--- src/rtl/vga_reg_commit_ctrl_if.sv ---
// Register-bus bundle for vga_reg_commit_ctrl.
// Carries the host Avalon-style write port, the game engine req/gnt write
// port, and the registered write port to the display block.
//   slave  : the commit controller (takes host/game writes, drives out_*)
//   master : the surrounding system (drives host/game, sees gnt and out_*)
interface vga_reg_commit_ctrl_if #(
  parameter int AW = 9,
  parameter int DW = 32
);
  logic          host_chipselect;
  logic          host_write;
  logic [AW-1:0] host_address;
  logic [DW-1:0] host_writedata;
  logic          game_req;
  logic [AW-1:0] game_address;
  logic [DW-1:0] game_writedata;
  logic          game_gnt;
  logic          out_chipselect;
  logic          out_write;
  logic [AW-1:0] out_address;
  logic [DW-1:0] out_writedata;

  modport slave (
    input  host_chipselect, host_write, host_address, host_writedata,
    input  game_req, game_address, game_writedata,
    output game_gnt,
    output out_chipselect, out_write, out_address, out_writedata
  );

  modport master (
    output host_chipselect, host_write, host_address, host_writedata,
    output game_req, game_address, game_writedata,
    input  game_gnt,
    input  out_chipselect, out_write, out_address, out_writedata
  );
endinterface

--- src/rtl/vga_reg_commit_ctrl.sv ---
// Frame-synchronous register commit controller.
// Host and game engine write into a shadow register file; changed registers
// are flushed to the display block only after vblank_start, one index per
// cycle, so sprite positions never change mid-frame.
// Ports:
//   clk, reset     : clock, asynchronous active-high reset
//   bus (slave)    : host write port, game req/gnt port, display write port
//   vblank_start   : one-cycle pulse at the start of vertical blank
//   busy           : commit scan in progress
//   overrun        : sticky, vblank_start seen while a scan was running
//   commit_count   : completed scans, wrapping 16-bit counter
// Build option: define VRC_FORCE_ALL_EN to emit every register every frame
// instead of only the dirty ones.
module vga_reg_commit_ctrl #(
  parameter int NREGS = 13,
  parameter int AW    = 9,
  parameter int DW    = 32
) (
  input  logic                 clk,
  input  logic                 reset,
  vga_reg_commit_ctrl_if.slave bus,
  input  logic                 vblank_start,
  output logic                 busy,
  output logic                 overrun,
  output logic [15:0]          commit_count
);
  localparam int IW = $clog2(NREGS);
`ifdef VRC_FORCE_ALL_EN
  localparam bit FORCE_ALL = 1'b1;
`else
  localparam bit FORCE_ALL = 1'b0;
`endif

  typedef enum logic {IDLE, SCAN} state_t;

  state_t                   state, state_nxt;
  logic [IW-1:0]            idx, idx_nxt;
  logic [NREGS-1:0][DW-1:0] shadow;
  logic [NREGS-1:0]         dirty;

  // Host has fixed priority and never stalls; a losing game request simply
  // stays asserted and is granted on a later cycle.
  logic          host_we, wr_hit, scan_last, emit;
  logic [AW-1:0] wr_addr;
  logic [DW-1:0] wr_data;

  assign host_we      = bus.host_chipselect & bus.host_write;
  assign bus.game_gnt = bus.game_req & ~host_we;
  assign wr_addr      = host_we ? bus.host_address   : bus.game_address;
  assign wr_data      = host_we ? bus.host_writedata : bus.game_writedata;
  // Out-of-range addresses are accepted (game still granted) but dropped.
  assign wr_hit       = (host_we | bus.game_gnt) && (wr_addr < AW'(NREGS));
  assign scan_last    = (idx == IW'(NREGS - 1));
  assign busy         = (state == SCAN);

  // State register
  always_ff @(posedge clk or posedge reset) begin
    if (reset) begin
      state <= IDLE;
      idx   <= '0;
    end else begin
      state <= state_nxt;
      idx   <= idx_nxt;
    end
  end

  // Next-state logic; vblank_start during SCAN does not restart the scan.
  always_comb begin
    state_nxt = state;
    idx_nxt   = idx;
    case (state)
      IDLE: if (vblank_start) begin
        state_nxt = SCAN;
        idx_nxt   = '0;
      end
      SCAN: if (scan_last) state_nxt = IDLE;
            else           idx_nxt   = idx + 1'b1;
      default: state_nxt = IDLE;
    endcase
  end

  // Output decode: which index (if any) goes out this cycle.
  always_comb begin
    emit = 1'b0;
    if (state == SCAN) emit = dirty[idx] | FORCE_ALL;
  end

  // Shadow file and dirty bits. The write's set is assigned after the scan's
  // clear so a same-cycle write to the emitted index keeps it dirty.
  always_ff @(posedge clk or posedge reset) begin
    if (reset) begin
      shadow <= '0;
      dirty  <= '0;
    end else begin
      if (state == SCAN) dirty[idx] <= 1'b0;
      if (wr_hit) begin
        shadow[wr_addr[IW-1:0]] <= wr_data;
        dirty[wr_addr[IW-1:0]]  <= 1'b1;
      end
    end
  end

  // Registered display-side write port and status.
  always_ff @(posedge clk or posedge reset) begin
    if (reset) begin
      bus.out_chipselect <= 1'b0;
      bus.out_write      <= 1'b0;
      bus.out_address    <= '0;
      bus.out_writedata  <= '0;
      overrun            <= 1'b0;
      commit_count       <= '0;
    end else begin
      bus.out_chipselect <= emit;
      bus.out_write      <= emit;
      if (emit) begin
        bus.out_address   <= AW'(idx);
        bus.out_writedata <= shadow[idx];
      end
      if (state == SCAN && vblank_start) overrun <= 1'b1;
      if (state == SCAN && scan_last) commit_count <= commit_count + 16'd1;
    end
  end
endmodule

--- src/flat_wrapper.sv ---
// flat-port wrapper written by rule: the top's interface ports become plain ports
module vga_reg_commit_ctrl_flat 
#(
  parameter int NREGS = 13,
  parameter int AW    = 9,
  parameter int DW    = 32
)
  (clk, reset, vblank_start, busy, overrun, commit_count, bus_host_chipselect, bus_host_write, bus_host_address, bus_host_writedata, bus_game_req, bus_game_address, bus_game_writedata, bus_game_gnt, bus_out_chipselect, bus_out_write, bus_out_address, bus_out_writedata);
  vga_reg_commit_ctrl_if #(.AW(AW), .DW(DW)) bus_i ();
  input  logic clk;
  input  logic reset;
  input  logic vblank_start;
  output logic busy;
  output logic overrun;
  output logic [15:0] commit_count;
  input wire logic [$bits(bus_i.host_chipselect)-1:0] bus_host_chipselect;
  input wire logic [$bits(bus_i.host_write)-1:0] bus_host_write;
  input wire logic [$bits(bus_i.host_address)-1:0] bus_host_address;
  input wire logic [$bits(bus_i.host_writedata)-1:0] bus_host_writedata;
  input wire logic [$bits(bus_i.game_req)-1:0] bus_game_req;
  input wire logic [$bits(bus_i.game_address)-1:0] bus_game_address;
  input wire logic [$bits(bus_i.game_writedata)-1:0] bus_game_writedata;
  output wire logic [$bits(bus_i.game_gnt)-1:0] bus_game_gnt;
  output wire logic [$bits(bus_i.out_chipselect)-1:0] bus_out_chipselect;
  output wire logic [$bits(bus_i.out_write)-1:0] bus_out_write;
  output wire logic [$bits(bus_i.out_address)-1:0] bus_out_address;
  output wire logic [$bits(bus_i.out_writedata)-1:0] bus_out_writedata;
  assign bus_i.host_chipselect = bus_host_chipselect;
  assign bus_i.host_write = bus_host_write;
  assign bus_i.host_address = bus_host_address;
  assign bus_i.host_writedata = bus_host_writedata;
  assign bus_i.game_req = bus_game_req;
  assign bus_i.game_address = bus_game_address;
  assign bus_i.game_writedata = bus_game_writedata;
  assign bus_game_gnt = bus_i.game_gnt;
  assign bus_out_chipselect = bus_i.out_chipselect;
  assign bus_out_write = bus_i.out_write;
  assign bus_out_address = bus_i.out_address;
  assign bus_out_writedata = bus_i.out_writedata;
  vga_reg_commit_ctrl #(.NREGS(NREGS), .AW(AW), .DW(DW)) u_core (.clk(clk), .reset(reset), .bus(bus_i), .vblank_start(vblank_start), .busy(busy), .overrun(overrun), .commit_count(commit_count));
endmodule
--- config.mk ---
export PLATFORM = sky130hd
export DESIGN_NAME = vga_reg_commit_ctrl_flat
export DESIGN_NICKNAME = d
export VERILOG_FILES = /design/src/rtl/vga_reg_commit_ctrl_if.sv /design/src/rtl/vga_reg_commit_ctrl.sv /design/src/flat_wrapper.sv
export SDC_FILE = /design/constraint.sdc
export NUM_CORES = 1
export LEC_CHECK = 0
export ABC_CLOCK_PERIOD_IN_PS = 41700
export CAP_MARGIN = 5
export CORE_UTILIZATION = 64
export CTS_CLUSTER_SIZE = 12
export DETAILED_ROUTE_END_ITERATION = 12
export GPL_TIMING_DRIVEN = 0
export PLACE_DENSITY = 0.85
export SYNTH_ARGS = -nofsm -noshare
export SYNTH_HDL_FRONTEND = slang
export SYNTH_SLANG_ARGS = --single-unit
--- constraint.sdc ---
create_clock -name clk -period 41.7 [get_ports clk]
set_clock_uncertainty 0.15 [all_clocks]
set_input_delay 8.34 -clock clk [delete_from_list [all_inputs] [get_ports clk]]
set_output_delay 8.34 -clock clk [all_outputs]
set_load 0.005 [all_outputs]
==> results.ini <==
[outcome]
outcome = completed

[power_and_ir_drop]
power.ir.vdd_worst_v = 0.0000429
power.sequential.fraction = 0.421
p_leak_nw = 13.1
comb_power_share = 0.252
pwr_density_cell_nw_per_um2 = 47.1
power.net_switching_mw = 0.385
int_power_mw = 0.859
clockPowerShare = 0.327
fin_total_pwr_mw = 1.24
power.switching_fraction = 0.310

[die]
floorplan.die_area_um2 = 36500
core_region_area_um2 = 34900
die_width_um = 191
rows = 68
floorplan.die.height_um = 191
io_pins = 150
initial_core_util = 0.656

[routing]
drt_iter0_drc = 1127
detail_route.wl_per_cell_um = 26.1
postRouteWirelength_mm = 58.9
antenna_violating_nets_post_route = 0
detail_route.first_pass.iterations = 5
routed_via_density = 6.41
detail_route.drc_violations = 0
detailroute.via_count = 14433

[layout]
layout_common_cells = dfrtp_1 (488), mux2_2 (283), clkdlybuf4s50_1 (144), mux2_1 (125), nand2_1 (122)
antennaDiodeCount = 0
drive_gt1_frac = 0.312
final_nets = 1866
final_common_cell = dfrtp_1
synth_to_layout_area_growth_pct = 15.5
fillCellCount = 2136

[sta]
timing.final.max_slew_violations = 0
rsz0062_at_grt = no
timing.final.hold_violations = 0
tns_ps = 0
final.min_clock_period_ps = 18950
fmaxAchievable_mhz = 52.8
slew_headroom = 0.143
period_share = 0.454
setup_viol = 0
worstMarginPinSlew_ps = 1290

[cts]
count_of_buffers_added_by_post_cts_timing_repair_for_setup = 0
ctsRootBufferMaster = clkbuf_16
cts_resized = 0
postCtsHoldBufs = 0
cts_buffers = 49
cts_max_level = 2
path_clk_slew_ps = 60
tritoncts = built
tritoncts_num_sinks = 488
worst_skew_pair.late_latency_ps = 570
ctsLongestPathBuffers = 3

[worst_setup_path]
critPathSlowestCell = nand2_1
worstPathArrival_ps = 10460
startpoint_type_of_the_worst_setup_path = primary input
timing.critical_path.max_delay_family = buffers and inverters
crit_buf_inv = 3
worstPathCellList = clkdlybuf4s50_1 -> nand2_1 -> clkbuf_1 -> and2_1 -> clkdlybuf4s50_1
timing.critical_path.fanout_max = 10
critPathLaunch = bus_host_chipselect
worst_path_largest_cell_delay_ps = 510
crit-reg2reg-launch = u_core.idx[1]$_DFFE_PP0P_
cp.required_ps = 33210
timing_worst_setup_path_type = primary input to output port
critical-path-top-cell-by-count = clkdlybuf4s50_1
critPathCaptureType = output port

[global_routing]
via_count_of_the_first_global_routing_pass = 15540
grt_first_pass_wirelength_mm = 90.9
grt_start_max_net_pins = 136
antenna_found_initial = 2
gr-total-overflow = 0
grt_use_total = 0.337

[hold_path]
worst_hold_path_type = flip-flop to flip-flop
min_from = u_core.commit_count[15]$_DFFE_PP0P_

[placed_design]
port_buffers = 144
gp_congestion = 0.961
place_hpwl_mm = 38.1

[logic_synthesis]
syn-mean-instance-area_um2 = 14.6
synth.distinct_cells = 53
yosys_warnings = 0
ys_dominant_reg_cell = dfrtp_1
syn_area_um2 = 22900
synthCells = 1570
synth_sequential_area_ratio = 0.534
synth-edff-count = 0
synthArstFlopShare = 1.00
netlist.area_leader.share = 0.534
ys_seq_elements = 488
netlist.top_cell.by_area = dfrtp_1
netlist_top_cells_area = dfrtp_1 (53%), mux2_2 (14%), mux4_2 (6.3%)

[run]
max_cap_violations = 0

-- cell type report --
cell class,instances,area (um2),share of cell area
flip-flops and latches,488,12200,0.462
plain buffers,140,893,0.0338
well taps,455,569,0.0215
repair buffers,148,1540,0.0582
inverters,7,33.8,0.00128
clock buffers,72,1380,0.0523
multi-input cells,939,9760,0.369
clock inverters,3,40.0,0.00151
-- power by group through the flow --
| stage | clock, mW | sequential, mW | combinational (mW) |
|---|---|---|---|
| CTS | 0.412 | 0.523 | 0.310 |
| global route | 0.429 | 0.526 | 0.329 |
| global placement | 0 | 0.530 | 0.300 |
| detailed placement | 0 | 0.531 | 0.307 |
| finish | 0.407 | 0.523 | 0.314 |
| floorplan | 0 | 0.528 | 0.181 |
-- state kept, by name, indices dropped and copies added (netlist names) --
| name | flops |
|---|---|
| u_core.bus.out_writedata | 32 |
| u_core.bus.out_address | 4 |
| u_core.busy | 1 |
| u_core.idx | 4 |
| u_core.overrun | 1 |
| u_core.commit_count | 16 |
| u_core.dirty | 13 |
| u_core.bus.out_chipselect | 1 |
| u_core.shadow | 416 |
-- stage by stage --
stage	instances	hold WS, ps	setup WS [ps]	utilization	cell area [um2]
after floorplan	1574	294	19590	-	22900
final	2252	314	22750	0.758	26400
after CTS	2251	320	22740	0.757	26400
after detailed placement	2176	309	22750	0.716	25000
after global placement	2173	292	14640	0.714	24900
after global routing	2252	333	22630	0.758	26400
-- kinds of logic after synthesis --
family / Yosys count / share of synthesized area
AOI/OAI and AO/OA: 94 / 0.0360
muxes: 589 / 0.333
buffers and inverters: 147 / 0.0402
xor gates and xnor gates: 15 / 0.00574
DFF: 488 / 0.534
and+or+nand+nor: 231 / 0.0487
other: 1 / 0.000164
adders and majority gates: 5 / 0.00273
-- Yosys cell counts (all sizes together), types with 2 or more instances --
master  number
dfrtp      488
nand3       17
inv          7
a21o         5
mux4        64
nand2      122
mux2       486
nand3b       2
nor2        39
o31ai        2
a22oi        3
and2         4
nand4       11
a221o       61
nand2b       7
or3          2
nor2b        2
nor3         7
and4         4
or3b         2
ha           5
mux2i       39
clkbuf      62
o21ai       17
buf         78
and3         7
xor2         5
xnor2       10
-- routing by layer --
layer	vias to the layer above	track usage	routed length [um]
li1	6120	-	-
met4	4	0.153	2470
met2	549	0.551	28800
met1	7602	0.435	23500
met3	158	0.0725	4110
met5	-	0	27
-- final timing paths --
kind	depth (start not counted)	slack [ps]	end
worst max register to register	6	37890	u_core.bus.out_writedata[31]$_DFFE_PP0P_
min in group asynchronous	2	8120	u_core.bus.out_writedata[12]$_DFFE_PP0P_
max in group asynchronous	4	31590	u_core.shadow[28]$_DFFE_PP0P_
worst max-delay path	5	22750	bus_game_gnt
worst min register to register	1	310	u_core.commit_count[15]$_DFFE_PP0P_
worst min-delay path	1	310	u_core.commit_count[15]$_DFFE_PP0P_
No activity file was read; power rests on OpenSTA's default activity.
